$ cat src/rtl/serial_add_sched.sv
// Serial adder scheduler: two requesters share one SLICE-bit adder slice and
// WIDTH-bit sums are built one slice per cycle, returned tagged with the requester id.

module serial_add_sched_chk #(
  parameter int WIDTH = 64
) (
  input logic             clk,
  input logic             rst,
  input logic             req0_ready,
  input logic             req1_ready,
  input logic             rsp_valid,
  input logic             rsp_ready,
  input logic [WIDTH-1:0] rsp_sum,
  input logic             rsp_cout,
  input logic             rsp_id,
  input logic             busy
);

  a_one_ready: assert property (@(posedge clk) disable iff (!rst)
    !(req0_ready && req1_ready));

  a_ready_only_idle: assert property (@(posedge clk) disable iff (!rst)
    (req0_ready || req1_ready) |-> !busy);

  // A pending response must not move until the consumer takes it.
  a_rsp_hold: assert property (@(posedge clk) disable iff (!rst)
    (rsp_valid && !rsp_ready) |=>
      (rsp_valid && $stable(rsp_sum) && $stable(rsp_cout) && $stable(rsp_id)));

endmodule

module serial_add_sched #(
  parameter int WIDTH = 64,
  parameter int SLICE = 8
) (
  input  logic             clk,
  input  logic             rst,
  input  logic             req0_valid,
  output logic             req0_ready,
  input  logic [WIDTH-1:0] req0_a,
  input  logic [WIDTH-1:0] req0_b,
  input  logic             req0_cin,
  input  logic             req1_valid,
  output logic             req1_ready,
  input  logic [WIDTH-1:0] req1_a,
  input  logic [WIDTH-1:0] req1_b,
  input  logic             req1_cin,
  output logic             rsp_valid,
  input  logic             rsp_ready,
  output logic [WIDTH-1:0] rsp_sum,
  output logic             rsp_cout,
  output logic             rsp_id,
  output logic             busy
);

  localparam int NSL = WIDTH / SLICE;
  localparam int CW  = (NSL > 1) ? $clog2(NSL) : 1;
  localparam logic [CW-1:0] CNT_LAST = CW'(NSL - 1);

  localparam logic [1:0] ST_IDLE = 2'd0;
  localparam logic [1:0] ST_RUN  = 2'd1;
  localparam logic [1:0] ST_DONE = 2'd2;

  logic [1:0]                 state_r;
  logic [CW-1:0]              cnt_r;
  logic                       carry_r;
  logic [NSL-1:0][SLICE-1:0]  a_r;
  logic [NSL-1:0][SLICE-1:0]  b_r;
  logic [NSL-1:0][SLICE-1:0]  sum_r;
  logic                       cout_r;
  logic                       id_r;
  logic                       rsp_valid_r;
  logic                       busy_r;
  // Id of the requester served last; resetting to 1 makes req0 win first contention.
  logic                       last_id_r;

  logic                       grant0_s;
  logic                       grant1_s;
  logic                       accept_s;
  logic                       accept_id_s;
  logic [SLICE-1:0]           a_slice_s;
  logic [SLICE-1:0]           b_slice_s;
  logic [SLICE-1:0]           slice_sum_s;
  logic                       slice_cout_s;

  // Round-robin grant, only offered while idle.
  always_comb begin
    grant0_s = 1'b0;
    grant1_s = 1'b0;
    if (state_r == ST_IDLE) begin
      if (req0_valid && req1_valid) begin
        grant0_s = last_id_r;
        grant1_s = ~last_id_r;
      end else begin
        grant0_s = req0_valid;
        grant1_s = req1_valid;
      end
    end else begin
      grant0_s = 1'b0;
      grant1_s = 1'b0;
    end
  end

  assign req0_ready  = grant0_s;
  assign req1_ready  = grant1_s;
  assign accept_s    = grant0_s | grant1_s;
  assign accept_id_s = grant1_s;

  // Shared slice adder working on slice cnt_r of the latched operands.
  always_comb begin
    a_slice_s = a_r[cnt_r];
    b_slice_s = b_r[cnt_r];
    {slice_cout_s, slice_sum_s} = {1'b0, a_slice_s} + {1'b0, b_slice_s}
                                  + {{SLICE{1'b0}}, carry_r};
  end

  // Sequencer: accept, run one slice per cycle, hold the result until consumed.
  always_ff @(posedge clk or negedge rst) begin
    if (!rst) begin
      state_r     <= ST_IDLE;
      cnt_r       <= '0;
      carry_r     <= 1'b0;
      a_r         <= '0;
      b_r         <= '0;
      sum_r       <= '0;
      cout_r      <= 1'b0;
      id_r        <= 1'b0;
      rsp_valid_r <= 1'b0;
      busy_r      <= 1'b0;
      last_id_r   <= 1'b1;
    end else begin
      case (state_r)
        ST_IDLE: begin
          if (accept_s) begin
            state_r   <= ST_RUN;
            busy_r    <= 1'b1;
            cnt_r     <= '0;
            a_r       <= accept_id_s ? req1_a : req0_a;
            b_r       <= accept_id_s ? req1_b : req0_b;
            carry_r   <= accept_id_s ? req1_cin : req0_cin;
            id_r      <= accept_id_s;
            last_id_r <= accept_id_s;
          end
        end
        ST_RUN: begin
          sum_r[cnt_r] <= slice_sum_s;
          carry_r      <= slice_cout_s;
          cnt_r        <= cnt_r + 1'b1;
          if (cnt_r == CNT_LAST) begin
            state_r     <= ST_DONE;
            rsp_valid_r <= 1'b1;
            cout_r      <= slice_cout_s;
          end
        end
        ST_DONE: begin
          if (rsp_ready) begin
            state_r     <= ST_IDLE;
            rsp_valid_r <= 1'b0;
            busy_r      <= 1'b0;
          end
        end
        default: begin
          state_r     <= ST_IDLE;
          rsp_valid_r <= 1'b0;
          busy_r      <= 1'b0;
        end
      endcase
    end
  end

  assign rsp_valid = rsp_valid_r;
  assign rsp_sum   = sum_r;
  assign rsp_cout  = cout_r;
  assign rsp_id    = id_r;
  assign busy      = busy_r;

  serial_add_sched_chk #(.WIDTH(WIDTH)) u_chk (
    .clk        (clk),
    .rst        (rst),
    .req0_ready (req0_ready),
    .req1_ready (req1_ready),
    .rsp_valid  (rsp_valid),
    .rsp_ready  (rsp_ready),
    .rsp_sum    (rsp_sum),
    .rsp_cout   (rsp_cout),
    .rsp_id     (rsp_id),
    .busy       (busy)
  );

endmodule

$ cat config.mk
export PLATFORM = sky130hd
export DESIGN_NAME = serial_add_sched
export DESIGN_NICKNAME = d
export VERILOG_FILES = /design/src/rtl/serial_add_sched.sv
export SDC_FILE = /design/constraint.sdc
export NUM_CORES = 1
export LEC_CHECK = 0
export ABC_AREA = 1
export BUFFER_PORTS_ARGS = -buffer_cell sky130_fd_sc_hd__buf_2
export CORE_UTILIZATION = 51
export CTS_CLUSTER_DIAMETER = 80
export DETAILED_ROUTE_END_ITERATION = 7
export GPL_ROUTABILITY_DRIVEN = 0
export PLACE_DENSITY = 0.87
export SYNTH_ARGS = -nofsm -noshare
export SYNTH_HDL_FRONTEND = slang
export SYNTH_SLANG_ARGS = --single-unit
$ cat constraint.sdc
create_clock -name clk -period 3.45 [get_ports clk]
set_input_delay 0.5175 -clock clk [delete_from_list [all_inputs] [get_ports clk]]
set_output_delay 0.5175 -clock clk [all_outputs]
set_load 0.02 [all_outputs]
== Word level (Yosys, flattened, before mapping) ==
Index checks and enable logic that the tools add are counted.

* Add/subtract/negate cells: 3
* $lt $le $gt $ge: 2
* Equal/unequal tests: 6
* Mux-type cells: 27
* Bitwise logic cells: 4
* Reductions and logical operators: 10

{| class="wikitable"
|+ Operators by type and width
! kind !! number
|-
| 2-to-1 mux 64 bit || 2
|-
| bitwise mux 64 bit || 1
|-
| binary-select mux 8 bit (select 3 bit) || 2
|-
| demux 8 bit (select 3 bit) || 1
|-
| 2-to-1 mux 8 bit || 3
|-
| adder 8 x 8 -> 9 bit || 1
|-
| adder 9 x 1 -> 9 bit || 1
|-
| 2-to-1 mux 1 bit || 9
|-
| AND reduction 3 bit || 3
|-
| 2-to-1 mux 2 bit || 3
|-
| != test 2 bit, second input constant || 3
|-
| case mux 1 bit (3 select lines) || 2
|-
| case mux 2 bit (3 select lines) || 1
|-
| case mux 3 bit (2 select lines) || 1
|-
| AND reduction 2 bit || 3
|-
| less-than comparator 3 x 4 -> 1 bit, second input constant || 1
|-
| adder 3 x 1 -> 3 bit, second input constant || 1
|-
| equality test 3 bit, second input constant || 1
|-
| >= comparator 3 x 1 -> 1 bit, second input constant || 1
|-
| 2-to-1 mux 3 bit || 1
|-
| inverter 1 bit || 3
|-
| equality test 2 x 1 -> 1 bit, second input constant || 1
|-
| equality test 2 bit, second input constant || 1
|-
| logical AND 1 bit || 2
|-
| 4 further kinds || 4
|}

* Flip-flop bits (word level): 203
* Input bits: 263
* Output and inout port bits: 70
* Word-level logic and storage cells: 84

== Logic depth before layout (Yosys ltp) ==
* Depth after elaboration: 6
* Depth in mapped cells: 18
* Depth with buffers taken out: 17

== Worst setup path before layout ==
No wires, ideal clock.

* Path kind: reg2reg
* Start: register cnt_r[0]
* End: register sum_r (netlist bit rsp_sum[4])
* Library setup time: 118 ps
* Arrival time: 2550 ps
* Setup slack: 782 ps
* Cell stages (with the launch flop): 19
* Buffers on the path: 4
* Period minus slack after synthesis: 2668 ps
* Cell sequence: dfrtp_1 -> buf_4 -> inv_4 -> buf_6 -> buf_2 -> a21oi_1 -> o21ai_0 -> nand4_1 -> fa_1 -> inv_1 -> fa_1 -> inv_1 -> nand2_1 -> nand2_1 -> and2_1 -> or2_0 -> buf_2 -> nand3_1 -> nand2_1

* Longest elaborated chain between the ends: 5
* Elaborated cells on any way between the ends: 12
* Classes of those cells: add/sub: 2; order compare: 2; mux: 7; reduce/logical: 1

{| class="wikitable"
|+ Ends and longest elaborated chain
! what !! line !! text
|-
| start: declaration || 65 || <nowiki>logic [CW-1:0] cnt_r;</nowiki>
|-
| start signal: assignment || 148 || <nowiki>cnt_r <= cnt_r + 1'b1;</nowiki>
|-
| binary-select mux 8 bit (select 3 bit), or another cell as far along || 111 || <nowiki>a_slice_s = a_r[cnt_r];</nowiki>
|-
| 2-to-1 mux 8 bit (not written as such), or another cell as far along || 111 ||
|-
| adder 8 x 8 -> 9 bit or 2-to-1 mux 8 bit (tied branches) || 113, 146 ||
|-
| adder 9 x 1 -> 9 bit or demux 8 bit (select 3 bit) (tied branches) || 114, 146 ||
|-
| bitwise mux 64 bit * || 146 || <nowiki>sum_r[cnt_r] <= slice_sum_s;</nowiki>
|-
| end signal: indexed assignment || 146 ||
|-
| end: declaration || 69 || <nowiki>logic [NSL-1:0][SLICE-1:0] sum_r;</nowiki>
|}

Mark *: on every way between the ends. The rest lies on a longest branch, timed or not. The select of a mux whose other input is x is not followed.
A chain may end at the register's enable or synchronous reset.

== Worst setup path in the final report ==
* Start: register cnt_r[2]
* End: register sum_r (netlist bit rsp_sum[44])

The elaborated chain is that of the path after synthesis.

==> reports/metrics.yaml <==
status: "finished clean"
synth-edff-count: 0
crit_required_ns: 3.82
io_buffers: 332
initial_core_util_pct: 52.48
cts_resized: 0
wl_per_cell_um: 17.26
synth_fp_nets: 1508
wl_met1_um: 12660
clk_pin_slew_ns: 0.07
clockRootBuffer: "clkbuf_16"
clock_path_buffers: 3
clock-skew-final_ns: 0.01752
cp_max_fo: 18
grt_max_degree: 82
io-pin-count: 333
cp-start-kind: "flip-flop"
die_y_um: 141.4
insertion_delay_ns: 0.50
die_x_um: 141.4
cts.sinks: 203
rsz0062_at_grt: "no"
met3_length_um: 2421
hold_class: "primary input to async pin"
synth-seq-area-share_pct: 51.25
drive_gt1_share_pct: 26.74
fin_setup_tns_ns: 0
drt_iter0_drc: 816
antenna_found_initial: 0
nets: 1809
synth_cell_types: 34
drv_slew: 0
postLayoutSetupSlackWorst_ns: 0.3185
wirelength_um: 31200
synth-main-ff-cell: "dfrtp_1"
worst-setup-path-type: "flip-flop to flip-flop"
worst_ep_arrival_time_ns: 3.50
fmax_mhz: 319.3
drc: 0
grt_usage_pct: 31.58
cts_made_buffers: 21
vias: 9916
synthArstFlopShare_pct: 100.0
hpwl_um: 23010
ys_top_cells_by_area: "dfrtp_1, nand2_1, nand3_1"
p_leak_nw: 6.345
holdBufCountCts: 0
max_cap_violations: 0
syn_inst: 1234
post-place-ws_ns: 0.3460
ant_nets: 0
fin_crit_ns: 3.132
yosysWarnings: 0
synth_largest_area_cell: "dfrtp_1"
gr-total-overflow: 0
synth-seq-cells: 203
synth_top_area_share_pct: 50.98
dr.pass1.iters: 5
grt_pass1_vias: 9427
peakVddDrop_v: 0.001108
hold_violations: 0
cp-end-kind: "flip-flop"
routed.top_layer: "met4"
cts_tree: "yes"
post-route-cell-area_um2: 12350
relSlewSlack_pct: 42.02
cts_setup_buffers: 0
syn_avg_cell_area_um2: 8.034
area_delta_synth_final_pct: 24.53
wl_met2_um: 15010
n_fill_cell: 1603
synth_area_um2: 9915
grt_pass1_wl_um: 49130
dpl_cell_area_um2: 11700
dieArea_um2: 20000
htree_levels: 1
worstMarginPinSlew_ns: 0.8697
via_per_inst: 5.485
period_share_pct: 90.77
power.density_nw_per_um2: 1116
setup_viol: 0
placementRows: 50
antenna_cells: 0
coreArea_um2: 18890
==> cell usage after synthesis, types with 4 or more instances <==
cell        n
nand2_1   470
inv_1      82
buf_4       5
o21ai_1    21
ha_1        9
a21oi_1    67
dfrtp_1   202
nor2_1     12
clkbuf_1   13
buf_2      47
inv_2      15
nand3_1   103
nor2_4      8
buf_6       4
o21ai_0    72
o211ai_1   65
nand4_1    15
==> where the power goes <==
part | total [W] | leakage [nW] | internal, W | switching, W
logic | 0.00746 | 3.52 | 0.00228 | 0.00518
registers | 0.00414 | 2.51 | 0.00355 | 0.000596
clock network | 0.00217 | 0.314 | 0.00123 | 0.000940
total | 0.0138 | 6.34 | 0.00706 | 0.00672
==> per-stage QoR <==
step	instances	hold slack (ns)	utilization (%)	total power, W
3_3_place_gp	1772	0.4501	61.92	0.01130
6_report	1808	0.01028	65.35	0.01377
3_5_place_dp	1772	0.4600	61.92	0.01153
2_1_floorplan	1234	0.2219	-	0.008944
5_1_grt	1808	0.06938	65.35	0.01476
4_1_cts	1808	0.04323	65.35	0.01374
==> logic make-up (layout without fill, tap and decap cells) <==
kind of cell | count (synthesis) | after routing | share of synthesized area (%)
compound gates | 228 | 228 | 13.20
buf+inv | 168 | 482 | 7.496
fa+ha+maj | 11 | 11 | 1.540
xor+xnor | 2 | 2 | 0.1767
simple gates | 622 | 622 | 26.34
flops | 203 | 203 | 51.25
==> sequential cells by signal (all words and copies together), names as in the netlist <==
name / cells
a_r: 64
b_r: 64
rsp_sum: 64
cnt_r: 3
state_r: 2
busy: 1
carry_r: 1
last_id_r: 1
rsp_cout: 1
rsp_id: 1
rsp_valid: 1
==> cell usage in the layout (no fill, tap or decap), types with 3 or more instances in the layout <==
master / instances
nand2_1: 470
buf_2: 331
dfrtp_1: 202
nand3_1: 103
inv_1: 82
o21ai_0: 72
a21oi_1: 67
o211ai_1: 65
o21ai_1: 21
clkbuf_16: 21
nand4_1: 15
inv_2: 13
nor2_1: 12
buf_4: 12
ha_1: 9
nor2_4: 8
clkbuf_8: 6
inv_4: 4
clkinv_2: 4
clkbuf_1: 3
clkinvlp_4: 3
buf_12: 3
==> path summary, 6_finish.rpt <==
path	cells past startpoint	endpoint	slack, ns	startpoint
setup / recovery	16	rsp_sum[44]	0.32	cnt_r[2]
setup reg to reg	16	rsp_sum[44]	0.32	cnt_r[2]
hold reg to reg	2	rsp_sum[34]	0.47	rsp_sum[34]
max in group asynchronous	2	b_r[34]	2.61	rst
min in group clk	3	b_r[26]	0.23	req1_b[26]
hold / removal	1	rsp_sum[41]	0.01	rst
==> cell type report <==
type	instances	area [um2]	share of cell area, %
Inverter	99	381.6	3.091
Clock inverter	7	42.54	0.3445
Multi-Input combinational cell	863	4090	33.13
Clock buffer	29	605.6	4.905
Tap cell	260	325.3	2.635
Sequential cell	203	5081	41.15
Timing Repair Buffer	347	1821	14.74
==> critical path, stage by stage, from the launching register on <==
cell and delay [ns]:
dfrtp_1 0.44, inv_2 0.08, nor2_1 0.04, inv_2 0.36, a21oi_1 0.08, o21ai_0 0.16
nand4_1 0.19, fa_1 0.45, inv_1 0.09, fa_1 0.20, inv_1 0.05, nand2_1 0.05
nand2_1 0.06, and2_1 0.16, or2_0 0.38, nand3_1 0.15, nand2_1 0.06
==> metal layers <==
layer,global-route usage [%],vias to the layer above
li1,-,4631
met1,43.01,4650
met2,52.19,547
met3,3.881,88
met4,11.60,0
met5,0,-
Note: power is estimated with default switching activity, not from simulation.
